<file path="config.mk">
export PLATFORM = sky130hd
export DESIGN_NAME = bus_arbiter
export DESIGN_NICKNAME = d
export VERILOG_FILES = /design/src/rtl/pistorm16_pkg.sv /design/src/rtl/bus_arbiter_input_sync.sv /design/src/rtl/bus_arbiter.sv
export SDC_FILE = /design/constraint.sdc
export NUM_CORES = 1
export LEC_CHECK = 0
export ABC_AREA = 1
export ABC_CLOCK_PERIOD_IN_PS = 1350
export BUFFER_PORTS_ARGS = -buffer_cell sky130_fd_sc_hd__buf_2
export CAP_MARGIN = 10
export CORE_MARGIN = 5
export CORE_UTILIZATION = 44
export CTS_BUF_LIST = sky130_fd_sc_hd__clkbuf_16
export DETAILED_ROUTE_END_ITERATION = 16
export GPL_TIMING_DRIVEN = 0
export PLACE_DENSITY = 0.81
export SYNTH_ARGS = -nofsm -noshare
export SYNTH_HDL_FRONTEND = slang
export SYNTH_SLANG_ARGS = --single-unit
</file>
<file path="constraint.sdc">
create_clock -name SYSCLK -period 1.35 [get_ports SYSCLK]
set_clock_uncertainty 0.15 [all_clocks]
set_input_delay 0.27 -clock SYSCLK [delete_from_list [all_inputs] [get_ports SYSCLK]]
set_output_delay 0.27 -clock SYSCLK [all_outputs]
set_load 0.005 [all_outputs]
</file>
<file path="src/rtl/pistorm16_pkg.sv">
// Shared types and constants for the pistorm16 bus logic.
// Holds the 3-bit arbiter state encoding and the default grant timeout.
package pistorm16_pkg;

    typedef enum logic [2:0] {
        ARB_IDLE      = 3'd0,
        ARB_REQUEST   = 3'd1,
        ARB_WAIT_FREE = 3'd2,
        ARB_OWN       = 3'd3,
        ARB_RELEASE   = 3'd4
    } arb_state_t;

    localparam int unsigned ARB_TIMEOUT_DEFAULT = 4096;

endpackage

</file>
<file path="src/rtl/bus_arbiter_input_sync.sv">
// STAGES-deep flip-flop synchronizer for one asynchronous bus line.
// Resets to 1, the idle level of the active-low Amiga bus signals.
module input_sync #(
    parameter int unsigned STAGES = 2
) (
    input  logic clk,
    input  logic rst,
    input  logic d,
    output logic q
);

    logic [STAGES-1:0] ff;

    always_ff @(posedge clk) begin
        if (rst) begin
            ff <= '1;
        end else begin
            ff[0] <= d;
            for (int i = 1; i < STAGES; i++) begin
                ff[i] <= ff[i-1];
            end
        end
    end

    assign q = ff[STAGES-1];

endmodule

</file>
<file path="src/rtl/bus_arbiter.sv">
// Amiga bus mastership arbiter, stepped on each 7 MHz falling-edge strobe.
// Define BUS_ARB_TIMEOUT_EN to abandon requests not granted in TIMEOUT_CYCLES.
module bus_arbiter
    import pistorm16_pkg::*;
#(
    parameter int unsigned TIMEOUT_CYCLES = ARB_TIMEOUT_DEFAULT,
    parameter int unsigned SYNC_STAGES    = 2
) (
    input  logic SYSCLK,
    input  logic RESET,
    input  logic MC_CLK_FALLING,
    input  logic REQ,
    input  logic CYCLE_BUSY,
    input  logic nBG_IN,
    input  logic nAS_IN,
    input  logic nDTACK,
    input  logic nBGACK_IN,
    input  logic nRESET_IN,
    output logic DRIVE_BR,
    output logic DRIVE_BGACK,
    output logic MASTER,
    output logic TIMEOUT
);

    arb_state_t state_q;
    arb_state_t state_d;

    logic nbg_s;
    logic nas_s;
    logic ndtack_s;
    logic nbgack_s;
    logic nreset_s;
    logic bus_free;
    logic tmo_hit;
    logic br_d;
    logic own_d;

    input_sync #(.STAGES(SYNC_STAGES)) u_sync_bg (
        .clk(SYSCLK), .rst(RESET), .d(nBG_IN), .q(nbg_s)
    );
    input_sync #(.STAGES(SYNC_STAGES)) u_sync_as (
        .clk(SYSCLK), .rst(RESET), .d(nAS_IN), .q(nas_s)
    );
    input_sync #(.STAGES(SYNC_STAGES)) u_sync_dtack (
        .clk(SYSCLK), .rst(RESET), .d(nDTACK), .q(ndtack_s)
    );
    input_sync #(.STAGES(SYNC_STAGES)) u_sync_bgack (
        .clk(SYSCLK), .rst(RESET), .d(nBGACK_IN), .q(nbgack_s)
    );
    input_sync #(.STAGES(SYNC_STAGES)) u_sync_rst (
        .clk(SYSCLK), .rst(RESET), .d(nRESET_IN), .q(nreset_s)
    );

    assign bus_free = nas_s && ndtack_s && nbgack_s;

    always_ff @(posedge SYSCLK) begin
        if (RESET) begin
            state_q <= ARB_IDLE;
        end else if (MC_CLK_FALLING) begin
            state_q <= state_d;
        end
    end

    // A sticky timeout blocks re-arming until REQ is dropped.
    always_comb begin
        state_d = state_q;
        if (!nreset_s) begin
            state_d = ARB_IDLE;
        end else begin
            unique case (state_q)
                ARB_IDLE: begin
                    if (REQ && !TIMEOUT) state_d = ARB_REQUEST;
                end
                ARB_REQUEST: begin
                    if (!REQ)         state_d = ARB_IDLE;
                    else if (tmo_hit) state_d = ARB_IDLE;
                    else if (!nbg_s)  state_d = ARB_WAIT_FREE;
                end
                ARB_WAIT_FREE: begin
                    if (tmo_hit)       state_d = ARB_IDLE;
                    else if (bus_free) state_d = ARB_OWN;
                end
                ARB_OWN: begin
                    if (!REQ && !CYCLE_BUSY) state_d = ARB_RELEASE;
                end
                ARB_RELEASE: state_d = ARB_IDLE;
                default:     state_d = ARB_IDLE;
            endcase
        end
    end

    // BR is held through the first strobe of ownership, then dropped.
    always_comb begin
        br_d  = (state_d == ARB_REQUEST) || (state_d == ARB_WAIT_FREE) ||
                (state_d == ARB_OWN && state_q == ARB_WAIT_FREE);
        own_d = (state_d == ARB_OWN);
    end

    always_ff @(posedge SYSCLK) begin
        if (RESET) begin
            DRIVE_BR    <= 1'b0;
            DRIVE_BGACK <= 1'b0;
            MASTER      <= 1'b0;
        end else if (MC_CLK_FALLING) begin
            DRIVE_BR    <= br_d;
            DRIVE_BGACK <= own_d;
            MASTER      <= own_d;
        end
    end

`ifdef BUS_ARB_TIMEOUT_EN
    localparam logic [15:0] TMO_LAST = 16'(TIMEOUT_CYCLES - 1);

    logic [15:0] tmo_cnt;
    logic        tmo_flag;
    logic        waiting;

    assign waiting = (state_q == ARB_REQUEST) || (state_q == ARB_WAIT_FREE);
    assign tmo_hit = waiting && (tmo_cnt == TMO_LAST);

    always_ff @(posedge SYSCLK) begin
        if (RESET) begin
            tmo_cnt  <= '0;
            tmo_flag <= 1'b0;
        end else if (MC_CLK_FALLING) begin
            if (state_d == ARB_REQUEST && state_q != ARB_REQUEST) begin
                tmo_cnt <= '0;
            end else if (waiting) begin
                tmo_cnt <= tmo_cnt + 16'd1;
            end
            if (!nreset_s || !REQ) begin
                tmo_flag <= 1'b0;
            end else if (tmo_hit) begin
                tmo_flag <= 1'b1;
            end
        end
    end

    assign TIMEOUT = tmo_flag;
`else
    assign tmo_hit = 1'b0;
    assign TIMEOUT = 1'b0;
`endif

endmodule

</file>
==> impl_metrics.py, run 1 <==
metrics = {
    "outcome": {
        "status": "complete, no violations",
    },
    "logic_synthesis": {
        "yosys_warnings": 0,
        "ys_seq_area_frac": 0.492,
        "synth_fp_nets": 83,
        "syn-instance-count": 73,
        "synth.avg_cell_area_um2": 8.36,
        "yosys.area_share.simple": 0.324,
        "synth_compound_area_frac": 0.0984,
        "synth_xor_area_frac": 0,
        "synthAdderAreaFrac": 0,
        "synthMuxAreaShare": 0,
        "synth_top_family_by_area": "simple AND/OR/NAND/NOR gates",
        "synth_cell_types": 19,
        "synth-seq-cells": 15,
        "synth_area_um2": 611,
    },
    "finish": {
        "stdcell_count": 106,
        "drive_gt1_frac": 0.516,
        "layout.nets": 102,
        "most-common-layout-cells": "12 x dfxtp_1, 12 x buf_2, 10 x or2_2",
        "area_growth_pct": 33.2,
        "design_area_um2": 813,
        "fill_cells": 113,
        "diodes": 0,
        "multiInputGateArea_um2": 277,
        "regArea_um2": 309,
    },
    "global_route": {
        "grt_overflow": 0,
        "grt_pass1_wl_um": 1850,
        "antenna_found_initial": 0,
        "groute.usage.overall": 0.130,
        "grt_pass1_vias": 476,
        "grt_max_degree": 11,
    },
    "power": {
        "leakage_nw": 0.383,
        "finalPower_mw": 1.16,
        "powerDensity_nw_per_um2": 1420,
        "vdd_drop_max_mv": 0.922,
    },
    "worst_setup_path": {
        "r2r_setup_slack_ns": 0.03,
        "crit_fanout": 7,
        "critPathKind": "flip-flop to flip-flop",
        "r2r-start": "state_q[1]",
        "crit_required_ns": 1.38,
        "crit_path_start_kind": "flip-flop",
        "worst_r2r_path_depth": 9,
        "reg2reg_to": "DRIVE_BR",
        "endpoint_kind": "flip-flop",
        "arrival_ns": 1.35,
    },
    "timing": {
        "finalCritPeriodShare": 0.981,
        "hold-worst-slack_ns": 0.0560,
        "min_period_ns": 1.32,
        "drv_slew": 0,
        "finalSetupViolCount": 0,
        "rsz0062_at_grt": "yes",
        "finalSetupTns_ns": 0,
        "fmax_ghz": 0.755,
        "hold_viol": 0,
    },
    "hold_path": {
        "holdPathEnd": "u_sync_as.ff[0]",
        "whs_path_depth": 2,
        "hold_class": "primary input to flip-flop",
        "holdCritStartpoint": "nAS_IN",
    },
    "floorplanning": {
        "die_width_um": 47.3,
        "initial_core_util": 0.469,
        "io_pins": 14,
        "die_area_um2": 2230,
        "coreArea_um2": 1300,
        "dieHeight_um": 47.3,
        "rows": 13,
    },
    "placed_design": {
        "hpwl_um": 785,
        "dpl_cell_area_um2": 689,
        "place.gp.congestion": 0.777,
        "dp_cells": 100,
        "io_buffers": 12,
    },
    "clocking": {
        "cts.clk_slew.worst_paths_ns": 0.05,
        "cts_tree": "done",
        "cts.htree.levels": 1,
        "numCtsBuffers": 3,
        "clk_latency_ns": 0.24,
        "cts_buffer_depth": 2,
        "clock-sinks": 15,
        "root_buffer": "clkbuf_16",
        "cts_hold_buf": 0,
    },
    "route": {
        "drtAntennaViolNets": 0,
        "wl_um": 1170,
        "met1_length_um": 477,
        "highest_layer": "met4",
        "routed-wl-met3_um": 96,
        "routedWlPerCell_um": 11.0,
        "vias": 505,
        "via_per_inst": 4.76,
        "drtIter0Drc": 18,
        "drt_pass1_iterations": 4,
        "drc": 0,
        "met2_length_um": 568,
    },
    "job": {
        "drv_cap": 0,
    },
}
==> kinds of logic after synthesis <==
group / Yosys count
simple gates: 36
flops: 15
buf+inv: 11
compound gates: 10
other cells: 1
==> what timing repair did <==
item	in CTS	in global routing
pin swaps	0	4
setup endpoints to repair	1	1
buffers inserted	0	2
gates resized for setup	3	11
==> worst max-delay path, stage by stage, from the launching register on <==
cell and delay, ns:
dfxtp_4 0.37, inv_2 0.06, nand2_2 0.04, o21bai_1 0.13, nand2_1 0.08, nand2_2 0.09, nand2_2 0.06, nand2_2 0.06
nand3_2 0.08, a21oi_2 0.14
==> how the worst max path moves through the flow <==
stage               cells past startpoint  slack, ns       start  endpoint
floorplan                               9       0.09  state_q[2]  DRIVE_BR
global placement                        9      -0.02  state_q[2]  DRIVE_BR
detailed placement                      9      -0.04  state_q[2]  DRIVE_BR
CTS                                     9      0.006  state_q[2]  DRIVE_BR
global route                            8      -0.05  state_q[0]  DRIVE_BR
finish                                  9       0.03  state_q[1]  DRIVE_BR
==> through the flow <==
stage,util,worst slack (ns)
2_1_floorplan,-,0.0888
3_3_place_gp,0.530,-0.0163
3_5_place_dp,0.530,-0.0361
4_1_cts,0.594,0.00649
5_1_grt,0.625,-0.0457
6_report,0.625,0.0259
==> Yosys cell counts <==
library cell / n / area share
a211oi_1: 1 / 0.012
a21oi_1: 4 / 0.033
a21oi_2: 1 / 0.014
a31oi_1: 1 / 0.010
buf_4: 2 / 0.025
clkbuf_1: 1 / 0.0061
conb_1: 1 / 0.0061
dfxtp_1: 15 / 0.49
inv_1: 8 / 0.049
nand2_1: 7 / 0.043
nand2_2: 3 / 0.031
nand3_1: 3 / 0.025
nand3_2: 3 / 0.049
nand4_1: 2 / 0.020
nor2_1: 7 / 0.043
nor2_2: 1 / 0.010
o21ai_0: 2 / 0.016
o21bai_1: 1 / 0.012
or2_2: 10 / 0.10
==> layer usage <==
metal	global-route usage	vias to the layer above
li1	-	266
met1	0.120	215
met2	0.203	20
met3	0.0613	4
met4	0.133	0
met5	0	-
==> cell type report <==
type,instances,share of cell area
well taps,15,0.0231
clock inverters,1,0.00615
flip-flops and latches,15,0.380
multi-input cells,47,0.340
plain buffers,3,0.0231
clock buffers,3,0.0923
inverters,8,0.0431
repair buffers,14,0.0923
==> where the power goes <==
group / total [mW] / internal (mW) / switching [mW]
Sequential: 0.484 / 0.467 / 0.0176
Clock: 0.557 / 0.394 / 0.163
Combinational: 0.118 / 0.0565 / 0.0611
Total: 1.16 / 0.917 / 0.242
==> registers in the layout, summed over array words and instances, names as in the netlist <==
name             flops
DRIVE_BR             1
MASTER               1
state_q              3
u_sync_as.ff         2
u_sync_bg.ff         2
u_sync_bgack.ff      2
u_sync_dtack.ff      2
u_sync_rst.ff        2
(Power assumes the default switching activity.)
==> run 2: changes to the inputs <==
CORE_MARGIN = 10   (was 5)
==> run 2 against run 1 <==
The run now ends with negative setup slack left. Combinational power increased by 11%. Fmax decreased by 4.0%. Via count increased by 6.5%. Core utilization increased by 0.67 points. Clock power decreased by 1%. Cell count increased by 0.94%. Critical endpoint unchanged. Largest power group unchanged.
==> impl_metrics.py, run 2 (synthesized netlist as in run 1, its figures left out) <==
metrics = {
    "outcome": {
        "status": "finished with violations",
        "violations": "negative setup slack",
    },
    "clocking": {
        "cts_tree": "done",
        "cts_hold_buf": 0,
        "numCtsBuffers": 3,
        "cts.clk_slew.worst_paths_ns": 0.04,
        "root_buffer": "clkbuf_16",
        "clock-sinks": 15,
        "cts.htree.levels": 1,
        "cts_buffer_depth": 2,
        "clk_latency_ns": 0.24,
    },
    "finish": {
        "diodes": 0,
        "largest_register": "state_q",
        "largest_reg_flops": 3,
        "drive_gt1_frac": 0.522,
        "most-common-layout-cells": "12 x dfxtp_1, 12 x buf_2, 10 x or2_2",
        "design_area_um2": 822,
        "stdcell_count": 107,
        "layout.nets": 103,
        "finish.utilization": 0.632,
        "area_growth_pct": 34.6,
    },
    "power": {
        "powerDensity_nw_per_um2": 1420,
        "leakage_nw": 0.389,
        "vdd_drop_max_mv": 0.875,
        "finalPower_mw": 1.17,
    },
    "worst_setup_path": {
        "crit_path_start_kind": "flip-flop",
        "critPathKind": "flip-flop to flip-flop",
        "r2r-start": "state_q[1]",
        "arrival_ns": 1.40,
        "crit_fanout": 7,
        "crit_required_ns": 1.37,
        "startpoint": "state_q[1]",
        "endpoint_kind": "flip-flop",
    },
    "floorplanning": {
        "coreArea_um2": 1300,
        "die_area_um2": 3280,
        "io_pins": 14,
        "dieHeight_um": 57.3,
        "rows": 13,
        "initial_core_util": 0.469,
        "die_width_um": 57.3,
    },
    "job": {
        "drv_cap": 0,
    },
    "route": {
        "drtAntennaViolNets": 0,
        "drc": 0,
        "drt_pass1_iterations": 4,
        "drtIter0Drc": 11,
        "routedWlPerCell_um": 13.7,
        "via_per_inst": 5.03,
        "wl_um": 1470,
        "vias": 538,
    },
    "global_route": {
        "grt_pass1_vias": 518,
        "grt_pass1_wl_um": 2190,
        "antenna_found_initial": 0,
        "groute.usage.overall": 0.0834,
        "grt_overflow": 0,
        "grt_max_degree": 11,
    },
    "hold_path": {
        "holdCritStartpoint": "nBG_IN",
        "hold_class": "primary input to flip-flop",
    },
    "timing": {
        "min_period_ns": 1.38,
        "drv_slew": 0,
        "finalCritPeriodShare": 1.02,
        "hold_viol": 0,
        "finalSetupViolCount": 1,
        "hold-worst-slack_ns": 0.0590,
        "finalSetupTns_ns": -0.0294,
        "post-route-worst-setup-slack_ns": -0.0294,
        "rsz0062_at_grt": "yes",
        "fmax_ghz": 0.725,
    },
    "placed_design": {
        "dpl_cell_area_um2": 689,
        "dp_slack_ns": -0.0302,
        "hpwl_um": 923,
        "place.gp.congestion": 0.809,
        "dp_cells": 100,
        "io_buffers": 12,
    },
}
==> run 2: routing by layer <==
metal,vias to the layer above,global-route usage,part of all wire
met3,6,0.0376,0.065
li1,269,-,-
met5,-,0,0
met1,236,0.0829,0.40
met2,27,0.144,0.52
met4,0,0.0403,0.020
==> run 2: timing repair <==
item                                    in CTS  in global routing
setup buffers                                0                  3
resized for setup                            7                  7
pin swaps                                    3                  4
endpoints found under the setup margin       1                  1
==> run 2: power by group <==
part           switching (mW)  total [mW]  leakage [nW]  internal (mW)
Combinational          0.0698       0.131         0.221         0.0613
Sequential             0.0172       0.484         0.126          0.467
Clock                   0.161       0.551        0.0423          0.390
Total                   0.248        1.17         0.389          0.918
==> run 2: worst paths after layout <==
kind	endpoint	slack [ns]	cells after the start
max	DRIVE_BR	-0.03	9
min	u_sync_bg.ff[0]	0.06	2
max reg2reg	DRIVE_BR	-0.03	9
min reg2reg	u_sync_bg.ff[1]	0.25	1
==> run 2: layout make-up <==
type | instances | area (um2)
well taps | 15 | 18.8
repair buffers | 15 | 82.6
fillers | 114 | 479
plain buffers | 3 | 18.8
flip-flops and latches | 15 | 309
multi-input cells | 47 | 282
clock inverters | 1 | 3.75
inverters | 8 | 32.5
clock buffers | 3 | 75.1
==> run 2: critical path, stage by stage (launching register included) <==
cell	delay (ns)
dfxtp_4	0.37
inv_2	0.06
nand2_2	0.04
o21bai_1	0.14
nand2_1	0.08
nand2_2	0.09
nand2_2	0.08
nand2_2	0.08
nand3_2	0.08
a21oi_2	0.14
==> run 3: changes to the inputs <==
CELL_PAD_IN_SITES_DETAIL_PLACEMENT = 0   (was default)
CELL_PAD_IN_SITES_GLOBAL_PLACEMENT = 1   (was default)
CORE_UTILIZATION = 32   (was 44)
PLACE_DENSITY = 0.8   (was 0.81)
SLEW_MARGIN = 10   (was default)
==> run 3 against run 2 <==
The run now ends clean. Via count is 9.3% lower. Register-to-register slack better by 0.05 ns. Critical path depth stayed put. Combinational power is 12% lower. Core utilization is 17 points lower. Setup slack better by 0.051 ns. Sequential cell count stayed put. Clock power is 4.5% higher. First-iteration DRC count is 9.1% higher. Die area is 24% higher. Cell count is 7.5% higher. Critical path type unchanged. Critical endpoint unchanged. Largest power group unchanged.
==> impl_metrics.py, run 3 (synthesized netlist as in run 1, its figures left out) <==
metrics = {
    "clocking": {
        "cts_tree": "done",
        "root_buffer": "clkbuf_16",
        "clk_latency_ns": 0.24,
        "numCtsBuffers": 3,
        "cts.htree.levels": 1,
        "clock-sinks": 15,
        "cts.clk_slew.worst_paths_ns": 0.05,
        "cts_buffer_depth": 2,
    },
    "finish": {
        "largest_register": "state_q",
        "fill_cells": 190,
        "drive_gt1_frac": 0.511,
        "stdcell_count": 115,
        "area_growth_pct": 34.2,
        "layout.nets": 101,
        "diodes": 0,
        "most-common-layout-cells": "12 x dfxtp_1, 12 x buf_2, 10 x or2_2",
        "largest_reg_flops": 3,
    },
    "global_route": {
        "antenna_found_initial": 0,
        "grt_pass1_wl_um": 1860,
        "grt_pass1_vias": 454,
        "grt_max_degree": 11,
        "groute.usage.overall": 0.0572,
        "grt_overflow": 0,
    },
    "route": {
        "drtAntennaViolNets": 0,
        "via_per_inst": 4.24,
        "drt_pass1_iterations": 3,
        "vias": 488,
        "routedWlPerCell_um": 9.62,
        "drc": 0,
        "wl_um": 1110,
        "drtIter0Drc": 12,
    },
    "worst_setup_path": {
        "worst_r2r_path_depth": 9,
        "cp_cell_sequence": "inv_2 -> nand3_4 -> nor2_1 -> nor2_1 -> nand2_2 -> nand2_2 -> nand2_2 -> nand3_2 -> a21oi_2",
        "cp_slowest_cell": "dfxtp_2",
        "crit_required_ns": 1.38,
        "startpoint": "state_q[0]",
        "r2r-start": "state_q[0]",
        "crit_fanout": 4,
        "crit_path_start_kind": "flip-flop",
        "arrival_ns": 1.36,
        "cpMostUsedCell": "nand2_2",
        "slowest_delay_ns": 0.34,
        "critPathKind": "flip-flop to flip-flop",
        "endpoint_kind": "flip-flop",
    },
    "timing": {
        "hold_viol": 0,
        "drv_slew": 0,
        "finalSetupViolCount": 0,
        "fmax_ghz": 0.753,
        "hold-worst-slack_ns": 0.0545,
        "rsz0062_at_grt": "yes",
        "min_period_ns": 1.33,
        "post-route-worst-setup-slack_ns": 0.0212,
        "finalCritPeriodShare": 0.984,
    },
    "placed_design": {
        "hpwl_um": 869,
        "dp_slack_ns": -0.0632,
        "dp_cells": 110,
        "io_buffers": 12,
        "place.gp.congestion": 0.824,
    },
    "floorplanning": {
        "rows": 15,
        "die_area_um2": 4060,
        "coreArea_um2": 1760,
        "die_width_um": 63.7,
        "dieHeight_um": 63.7,
        "initial_core_util": 0.346,
        "io_pins": 14,
    },
    "hold_path": {
        "holdCritStartpoint": "nBG_IN",
        "whs_path_depth": 2,
        "hold_class": "primary input to flip-flop",
    },
    "outcome": {
        "status": "complete, no violations",
    },
    "power": {
        "vdd_drop_max_mv": 1.22,
        "powerDensity_nw_per_um2": 1430,
        "leakage_nw": 0.374,
    },
    "job": {
        "drv_cap": 0,
    },
}
==> run 3: cell count changes in the layout (fill, tap and decap cells not counted) <==
cell and delta:
inv_1 -1, buf_4 -2, a21oi_1 +1, a21oi_2 -1
clkinvlp_4 +1
==> run 3: cell type report <==
class / instances / area (um2) / share of cell area
Sequential cell: 15 / 309 / 0.377
Multi-Input combinational cell: 47 / 278 / 0.339
Clock buffer: 3 / 75.1 / 0.0916
Timing Repair Buffer: 13 / 67.6 / 0.0824
Inverter: 8 / 32.5 / 0.0397
Tap cell: 25 / 31.3 / 0.0382
Buffer: 3 / 18.8 / 0.0229
Clock inverter: 1 / 7.51 / 0.00916
==> run 3: layer usage <==
metal,GRT usage,routed length (um)
met5,0,0
met3,0.0442,93
met2,0.0829,508
met4,0.0219,0
met1,0.0611,504
==> run 3: metrics by stage <==
| step | setup TNS (ns) | util | cell area [um2] | power [mW] |
|---|---|---|---|---|
| floorplan | 0 | - | 611 | 0.557 |
| CTS | 0 | 0.446 | 787 | 1.17 |
| finish | 0 | 0.465 | 820 | 1.17 |
| detailed placement | -0.0632 | 0.398 | 702 | 0.591 |
| global route | -0.104 | 0.465 | 820 | 1.23 |
| global placement | -0.0415 | 0.398 | 702 | 0.588 |
==> run 3: repair_timing <==
action,CTS,global route
buffers inserted,0,1
setup endpoints to repair,1,1
pin swaps,0,6
hold endpoints to repair,0,0
resized for setup,4,9
hold buffers,0,0
==> run 3: worst paths after layout <==
kind	to	slack, ns
worst max-delay path	DRIVE_BR	0.02
worst min-delay path	u_sync_bg.ff[0]	0.05
worst max register to register	DRIVE_BR	0.02
worst min register to register	u_sync_dtack.ff[1]	0.26
==> run 3: worst max-delay path, delay by kind of cell (launching register included) <==
kind            cells  cell delay [ns]
buf+inv             1             0.10
flops               1             0.34
compound gates      1             0.13
simple gates        7             0.55
==> run 3: power breakdown <==
part | leakage, nW | switching (mW) | internal [mW] | total [mW]
Clock | 0.0371 | 0.177 | 0.398 | 0.576
Combinational | 0.211 | 0.0597 | 0.0550 | 0.115
Sequential | 0.126 | 0.0164 | 0.466 | 0.482
Total | 0.374 | 0.254 | 0.919 | 1.17
